--- config.mk ---
export PLATFORM = sky130hd
export DESIGN_NAME = scan_controller
export DESIGN_NICKNAME = d
export VERILOG_FILES = /design/src/rtl/scan_controller.sv
export SDC_FILE = /design/constraint.sdc
export NUM_CORES = 1
export LEC_CHECK = 0
export CORE_MARGIN = 8
export CORE_UTILIZATION = 30
export CTS_CLUSTER_DIAMETER = 120
export DETAILED_ROUTE_END_ITERATION = 8
export SKIP_LAST_GASP = 1
export SYNTH_ARGS = -nofsm -noshare
export SYNTH_HDL_FRONTEND = slang
export SYNTH_SLANG_ARGS = --single-unit
--- constraint.sdc ---
create_clock -name clk -period 2.6 [get_ports clk]
set_input_delay 0.39 -clock clk [delete_from_list [all_inputs] [get_ports clk]]
set_output_delay 0.39 -clock clk [all_outputs]
set_load 0.02 [all_outputs]
--- src/rtl/scan_controller.sv ---
// rtl/scan_controller.sv - multiplexed 7-segment digit scanner with enable mask, frame strobe and optional PWM dimming
// Optional dimming is built when SCAN_CONTROLLER_DIMMING_EN is defined.
module scan_controller #(
    parameter int NUM_DIGITS = 8,
    parameter int IDX_W      = 3,
    parameter int PWM_W      = 4
) (
    input  logic                  clk,
    input  logic                  reset_n,
    input  logic                  tick,
    input  logic [NUM_DIGITS-1:0] enable_mask,
    input  logic [PWM_W-1:0]      brightness,
    output logic [NUM_DIGITS-1:0] anode,
    output logic [IDX_W-1:0]      digit_sel,
    output logic                  frame_start
);

    typedef enum logic {
        IDLE = 1'b0,
        SCAN = 1'b1
    } state_t;

    state_t                  state;
    state_t                  state_nx;
    logic [IDX_W-1:0]        sel_nx;
    logic [IDX_W-1:0]        lowest_idx;
    logic [IDX_W-1:0]        above_idx;
    logic [IDX_W-1:0]        next_idx;
    logic                    found_above;
    logic                    mask_any;
    logic                    fs_nx;
    logic                    slot_end;
    logic                    pwm_on;
    logic [NUM_DIGITS-1:0]   sel_onehot;
    logic [NUM_DIGITS-1:0]   anode_nx;

`ifdef SCAN_CONTROLLER_DIMMING_EN
    logic [PWM_W-1:0]        sub_cnt;
    logic [PWM_W-1:0]        sub_nx;

    assign slot_end = &sub_cnt;
    assign pwm_on   = (sub_nx <= brightness);
`else
    logic                    unused_brightness;

    assign slot_end          = 1'b1;
    assign pwm_on            = 1'b1;
    assign unused_brightness = ^brightness;
`endif

    assign mask_any = |enable_mask;

    // Lowest enabled digit, and lowest enabled digit strictly above the current one.
    always_comb begin
        lowest_idx  = '0;
        above_idx   = '0;
        found_above = 1'b0;
        for (int i = NUM_DIGITS - 1; i >= 0; i--) begin
            if (enable_mask[i]) begin
                lowest_idx = IDX_W'(i);
                if (IDX_W'(i) > digit_sel) begin
                    above_idx   = IDX_W'(i);
                    found_above = 1'b1;
                end
            end
        end
    end

    // Nothing enabled above: wrap to the lowest enabled digit (may be digit_sel itself).
    assign next_idx = found_above ? above_idx : lowest_idx;

    always_comb begin
        state_nx = state;
        sel_nx   = digit_sel;
        fs_nx    = 1'b0;
`ifdef SCAN_CONTROLLER_DIMMING_EN
        sub_nx   = sub_cnt;
`endif
        case (state)
            IDLE: begin
                if (tick && mask_any) begin
                    state_nx = SCAN;
                    sel_nx   = lowest_idx;
                    fs_nx    = 1'b1;
`ifdef SCAN_CONTROLLER_DIMMING_EN
                    sub_nx   = '0;
`endif
                end
            end
            SCAN: begin
                if (!mask_any) begin
                    state_nx = IDLE;
                end else if (tick) begin
                    if (slot_end) begin
                        sel_nx = next_idx;
                        fs_nx  = (next_idx <= digit_sel);
`ifdef SCAN_CONTROLLER_DIMMING_EN
                        sub_nx = '0;
`endif
                    end
`ifdef SCAN_CONTROLLER_DIMMING_EN
                    else begin
                        sub_nx = sub_cnt + 1'b1;
                    end
`endif
                end
            end
            default: state_nx = IDLE;
        endcase
    end

    // Anode is computed from next-state index so it moves on the same edge as digit_sel.
    assign sel_onehot = {{(NUM_DIGITS-1){1'b0}}, 1'b1} << sel_nx;

    always_comb begin
        anode_nx = '1;
        if (state_nx == SCAN && pwm_on) begin
            anode_nx = ~(enable_mask & sel_onehot);
        end
    end

    always_ff @(posedge clk or negedge reset_n) begin
        if (!reset_n) begin
            state       <= IDLE;
            digit_sel   <= '0;
            anode       <= '1;
            frame_start <= 1'b0;
`ifdef SCAN_CONTROLLER_DIMMING_EN
            sub_cnt     <= '0;
`endif
        end else begin
            state       <= state_nx;
            digit_sel   <= sel_nx;
            anode       <= anode_nx;
            frame_start <= fs_nx && !frame_start;
`ifdef SCAN_CONTROLLER_DIMMING_EN
            sub_cnt     <= sub_nx;
`endif
        end
    end

endmodule

# Yosys cells after proc, flatten, opt, wreduce, memory -nomap -nowiden
# Index checks and enable logic that the tools add are counted.
totals:
  inputBits: 15
  regBits: 13
op_classes:
  n_mux: 52
  bitwise: 3
  n_shift: 1
  magnitude_cmp: 9
  n_reduce_logical: 4
ops:
  columns: ["cell", "n"]
  rows:
  - ["two-way mux 3 bit", 28]
  - ["two-way mux 1 bit", 20]
  - ["greater-than comparator 3 bit, first input constant", 4]
  - ["AND 8 bit", 1]
  - ["two-way mux 8 bit", 1]
  - ["NOT 8 bit", 1]
  - ["OR reduction 8 bit", 1]
  - ["<< shifter 1 x 3 -> 8 bit, first input constant", 1]
  - ["greater-than comparator 1 x 3 -> 1 bit, first input constant", 2]
  - ["greater-than comparator 2 x 3 -> 1 bit, first input constant", 2]
  - ["case mux 3 bit (2 select lines)", 1]
  - ["case mux 1 bit (2 select lines)", 2]
  - ["less-or-equal comparator 3 bit", 1]
  - ["logical AND 1 bit", 2]
  - ["logical NOT 1 bit", 1]
  - ["NOT 1 bit", 1]

# Longest topological paths before layout
depth:
  word_depth: 25
  mapped_depth: 12
  mapped_depth_nobuf: 11

# Least setup slack after synthesis
# OpenSTA, ideal clock, no wires.
synth_path:
  path_kind: "flip-flop to flip-flop"
  start: "register digit_sel[2]"
  end: "register frame_start"
  stages_incl_launch_ff: 11
  synth_period_minus_slack_ns: 2.351
  path_buffers: 1
  t_arrival_ns: 2.252
  setup_slack_ns: 0.249
  required_time_ns: 2.501
  setup_time_ns: 0.099
  path_cell_list: "dfrtp_1 buf_6 or4b_1 o211ai_1 o21ai_1 a21o_1 ha_1 nor2b_1 o21ai_0 nand2b_1 a311oi_1"
synth_between:
  elab_chain_cells: 23
synth_lines:
  columns: ["item", "line", "text"]
  rows:
  - ["start: declaration", "14", "output logic [IDX_W-1:0] digit_sel,"]
  - ["start signal: assignment", "133", "digit_sel <= sel_nx;"]
  - ["greater-than comparator 3 bit", "61", "if (IDX_W'(i) > digit_sel) begin"]
  - ["two-way mux 3 bit or two-way mux 1 bit (tied branches)", "61", null]
  - ["two-way mux 3 bit or two-way mux 1 bit (tied branches)", "59", "if (enable_mask[i]) begin"]
  - ["two-way mux 3 bit or two-way mux 1 bit (tied branches)", "61", null]
  - ["two-way mux 3 bit or two-way mux 1 bit (tied branches)", "59", null]
  - ["two-way mux 3 bit or two-way mux 1 bit (tied branches)", "61", null]
  - ["two-way mux 3 bit or two-way mux 1 bit (tied branches)", "59", null]
  - ["two-way mux 3 bit or two-way mux 1 bit (tied branches)", "61", null]
  - ["(+7 left out)", null, null]
  - ["two-way mux 3 bit or two-way mux 1 bit (tied branches)", "61", null]
  - ["two-way mux 3 bit or two-way mux 1 bit (tied branches)", "59", null]
  - ["two-way mux 3 bit", "70", "assign next_idx = found_above ? above_idx : lowest_idx;"]
  - ["less-or-equal comparator 3 bit (*)", "96", "fs_nx = (next_idx <= digit_sel);"]
  - ["two-way mux 1 bit (*)", "93", "end else if (tick) begin"]
  - ["two-way mux 1 bit (*)", "91", "if (!mask_any) begin"]
  - ["case mux 1 bit (2 select lines) (*)", "79", "case (state)"]
  - ["logical AND 1 bit (*)", "135", "frame_start <= fs_nx && !frame_start;"]
  - ["end signal: assignment", "135", null]
  - ["end: declaration", "15", "output logic frame_start"]
# Mark *: on every way between the ends. The rest lies on a longest branch, timed or not.

# Final worst setup path
layout_path:
  start: "input port enable_mask[1]"
  end: "register frame_start"
layout_between:
  elab_chain_cells: 9
layout_lines:
  columns: ["item", "line", "text"]
  rows:
  - ["start: declaration", "11", "input logic [NUM_DIGITS-1:0] enable_mask,"]
  - ["two-way mux 3 bit or two-way mux 1 bit (tied branches)", "59", null]
  - ["two-way mux 3 bit or two-way mux 1 bit (tied branches)", "61", null]
  - ["two-way mux 3 bit or two-way mux 1 bit (tied branches)", "59", null]
  - ["two-way mux 3 bit", "70", null]
  - ["less-or-equal comparator 3 bit", "96", null]
  - ["two-way mux 1 bit", "93", null]
  - ["two-way mux 1 bit", "91", null]
  - ["case mux 1 bit (2 select lines) (*)", "79", null]
  - ["logical AND 1 bit (*)", "135", null]
# Marked as above.

==> impl_metrics.py <==
metrics = {
    "global_route": {
        "use_met3": 0.03434,
        "top_usage_layer": "met2",
        "global_route.usage.total": 0.1071,
        "wire_length_of_the_first_global_routing_pass_um": 4560,
        "grt_met2_use": 0.1698,
        "met1_usage": 0.1354,
        "number_of_global_route_vias_before_repair": 974,
        "grt_antenna_before_repair": 0,
        "grt_overflow": 0,
        "largest_net_degree_at_the_start_of_global_routing": 14,
    },
    "clocking": {
        "cts.root.buffer_cell": "clkbuf_4",
        "clockBufferDepth": 2,
        "clk_latency_worst_skew_pair_ns": 0.28,
        "clock-sinks": 13,
        "cts-buffers-inserted": 3,
        "tritoncts": "built",
        "clk_pin_slew_worst_setup_hold_paths_ns": 0.08,
        "holdBufCountCts": 0,
        "htree_levels": 1,
    },
    "worst_setup_path": {
        "r2r-end": "frame_start",
        "number_of_cells_on_the_worst_reg_to_reg_path": 9,
        "critPathCaptureType": "flop",
        "critical_path_class": "in2reg",
        "timing.critical_path.arrival_ns": 2.71,
        "r2r_start": "digit_sel[1]",
        "startpoint_type": "input pin",
        "worst_ep_required_time_ns": 2.78,
        "reg2reg_slack_ns": 0.11,
        "timing.critical_path.fanout_max": 3,
    },
    "logic_synthesis": {
        "seq_area_frac_synth": 0.3440,
        "synth-simple-area-share": 0.2413,
        "syn-mean-instance-area_um2": 9.650,
        "synth_cell_types": 44,
        "synthXorXnorAreaFrac": 0,
        "complex_gate_fraction_of_the_synthesized_area": 0.3158,
        "synth_top_area_share": 0.2157,
        "netlist_top_cells_area": "dfstp_2, dfrtp_1, a21oi_1",
        "yosys_warnings": 0,
        "ys_dominant_reg_cell": "dfstp_2",
        "synth_cells": 101,
        "synth-edff-count": 0,
        "postSynthNetCount": 119,
        "synth_top_family_by_area": "compound AO/OA/AOI/OAI gates",
        "synth_fa_ha_area_frac": 0.03851,
        "synth_area_um2": 974.7,
        "synth.ff_latch_count": 13,
        "async_set_or_reset_flop_fraction_in_the_synthesized_netlist": 1.000,
        "synth.largest_area_cell": "dfstp_2",
        "muxShareOfSynthArea": 0,
    },
    "timing": {
        "timing.final.hold_violations": 0,
        "fin_crit_sh": 0.9719,
        "finalHoldWorstSlack_ns": 0.4815,
        "period_needed_ns": 2.527,
        "max_clock_freq_ghz": 0.3957,
        "setup_tns_ns": 0,
        "timing.final.setup_violations": 0,
        "timing.slew.headroom": 0.6084,
        "tightest_slew_ns": 0.5856,
        "fin_skew_ns": 0.004673,
        "slew_violations": 0,
    },
    "detailed_routing": {
        "vias_per_cell": 5.178,
        "finalWirelength_um": 2774,
        "route.antenna.remaining_nets": 0,
        "firstDrtPassIters": 5,
        "num_vias": 989,
        "drt-wirelength-per-cell_um": 14.52,
        "dr.first_iter.drc_count": 63,
        "remaining_drc_errors": 0,
    },
    "power_and_ir_drop": {
        "power.density_cell_area_nw_per_um2": 984.1,
        "power.share.clock": 0.088,
        "internal-power_uw": 810.5,
        "p_leak_uw": 0.0006093,
        "pwr-share-seq": 0.239,
        "power.share.switching": 0.4221,
        "pwr-share-comb": 0.673,
        "vdd_drop_max_v": 0.0005418,
        "total_switching_power_uw": 591.9,
    },
    "final_layout": {
        "drive_above_1_share": 0.3061,
        "insertedDiodeCount": 0,
        "syn2layout_area_growth_pct": 46.21,
        "final_core_util": 0.4630,
        "layout.nets": 166,
        "fillerInstances": 318,
    },
    "die": {
        "fp-row-count": 20,
        "die_height_um": 73,
        "design.core.area_um2": 3078,
        "floorplan.die_area_um2": 5329,
        "boundaryPins": 27,
        "initial_core_util": 0.3167,
        "die_w_um": 73,
    },
    "placed_design": {
        "globalplace.congestion": 0.7931,
        "dpl.hpwl_um": 2210,
        "io_buffer_count": 22,
    },
    "hold_path": {
        "hp-class": "in2async",
    },
    "run": {
        "timing.max_cap.violations": 0,
    },
    "status": {
        "run_status": "finished clean",
    },
}
==> layout by cell type, fill, tap and decap left out, types with 2 or more instances in the layout <==
master	netlist	layout
buf_4	0	23
clkdlybuf4s50_1	0	22
a21oi_1	11	11
dfstp_2	8	8
inv_1	6	6
nor2_1	6	6
nand2_1	5	5
dfrtp_1	5	5
o21ai_0	4	4
nand4_1	4	4
nand4b_1	4	4
nand3_1	3	3
nand2b_1	3	3
ha_1	3	3
clkbuf_4	0	3
or4_1	2	2
a21bo_2	2	2
a21o_1	2	2
nor2b_1	2	2
o211a_1	2	2
o21a_1	2	2
==> worst max-delay path, cell delays in order <==
cell	delay, ns
clkdlybuf4s50_1	0.49
or4b_1	0.50
o211ai_1	0.12
o21ai_1	0.12
a21o_1	0.17
ha_1	0.29
nor2b_1	0.14
o21ai_0	0.15
nand2b_1	0.09
a311oi_2	0.26
==> area by class of cell <==
| class | count | area, µm² | share of cell area |
|---|---|---|---|
| Multi-Input combinational cell | 78 | 586.8 | 0.4118 |
| Timing Repair Buffer | 45 | 392.9 | 0.2757 |
| Inverter | 7 | 28.78 | 0.02019 |
| Clock buffer | 4 | 26.28 | 0.01844 |
| Sequential cell | 13 | 335.3 | 0.2353 |
| Tap cell | 44 | 55.05 | 0.03863 |
==> registers in the layout (all words and copies together), names as in the netlist <==
name,count
digit_sel,3
anode,8
frame_start,1
state,1
==> logic make-up (layout without fill, tap and decap cells) <==
family          count (synthesis)  after routing
compound gates                 37             37
flops                          13             13
buf+inv                        10             56
simple gates                   38             38
fa+ha+maj                       3              3
==> per-stage QoR <==
step                      worst slack, ns  area (µm²)  cells  power [µW]
after floorplan                    0.2491       974.7    101       880.2
after global placement            -0.1311        1393    187        1240
after detailed placement          -0.1753        1393    187        1258
after CTS                         0.09857        1419    191        1393
after global routing             -0.02057        1425    191        1515
final                             0.07302        1425    191        1402
==> synth_stat cells, drive strengths merged (2+ instances only) <==
master  instances
a21bo           2
a21o            2
a21oi          11
a311oi          2
buf             2
dfrtp           5
dfstp           8
ha              3
inv             7
nand2           5
nand2b          4
nand3           3
nand4           4
nand4b          4
nor2            6
nor2b           2
o211a           2
o21a            2
o21ai           6
o31ai           2
or4             2
==> power groups by stage <==
stage / Sequential (µW) / Combinational [µW] / Clock, µW
2_1_floorplan: 398 / 482 / 0
3_3_place_gp: 336 / 904 / 0
3_5_place_dp: 336 / 922 / 0
4_1_cts: 335 / 927 / 131
5_1_grt: 343 / 1030 / 146
6_report: 335 / 944 / 124
==> worst max path at each step <==
stage / start / endpoint / slack, ns / cells after the start
after CTS: enable_mask[1] / frame_start / 0.1 / 10
after detailed placement: enable_mask[1] / frame_start / -0.18 / 10
after floorplan: digit_sel[2] / frame_start / 0.25 / 10
after global placement: enable_mask[1] / frame_start / -0.13 / 10
final: enable_mask[1] / frame_start / 0.07 / 10
after global routing: enable_mask[1] / frame_start / -0.02 / 10
==> timing repair <==
| action | 4_1_cts | 5_1_grt |
|---|---|---|
| endpoints found under the setup margin | 0 | 1 |
| buffers inserted | 0 | 0 |
| gates resized for setup | 0 | 1 |
==> routing by layer <==
| metal | up-vias | part of all wire |
|---|---|---|
| met3 | 0 | 0.083 |
| li1 | 476 | - |
| met2 | 31 | 0.47 |
| met1 | 482 | 0.44 |
| met4 | 0 | 0 |
| met5 | - | 0 |
Note: power is estimated with default switching activity, not from simulation.
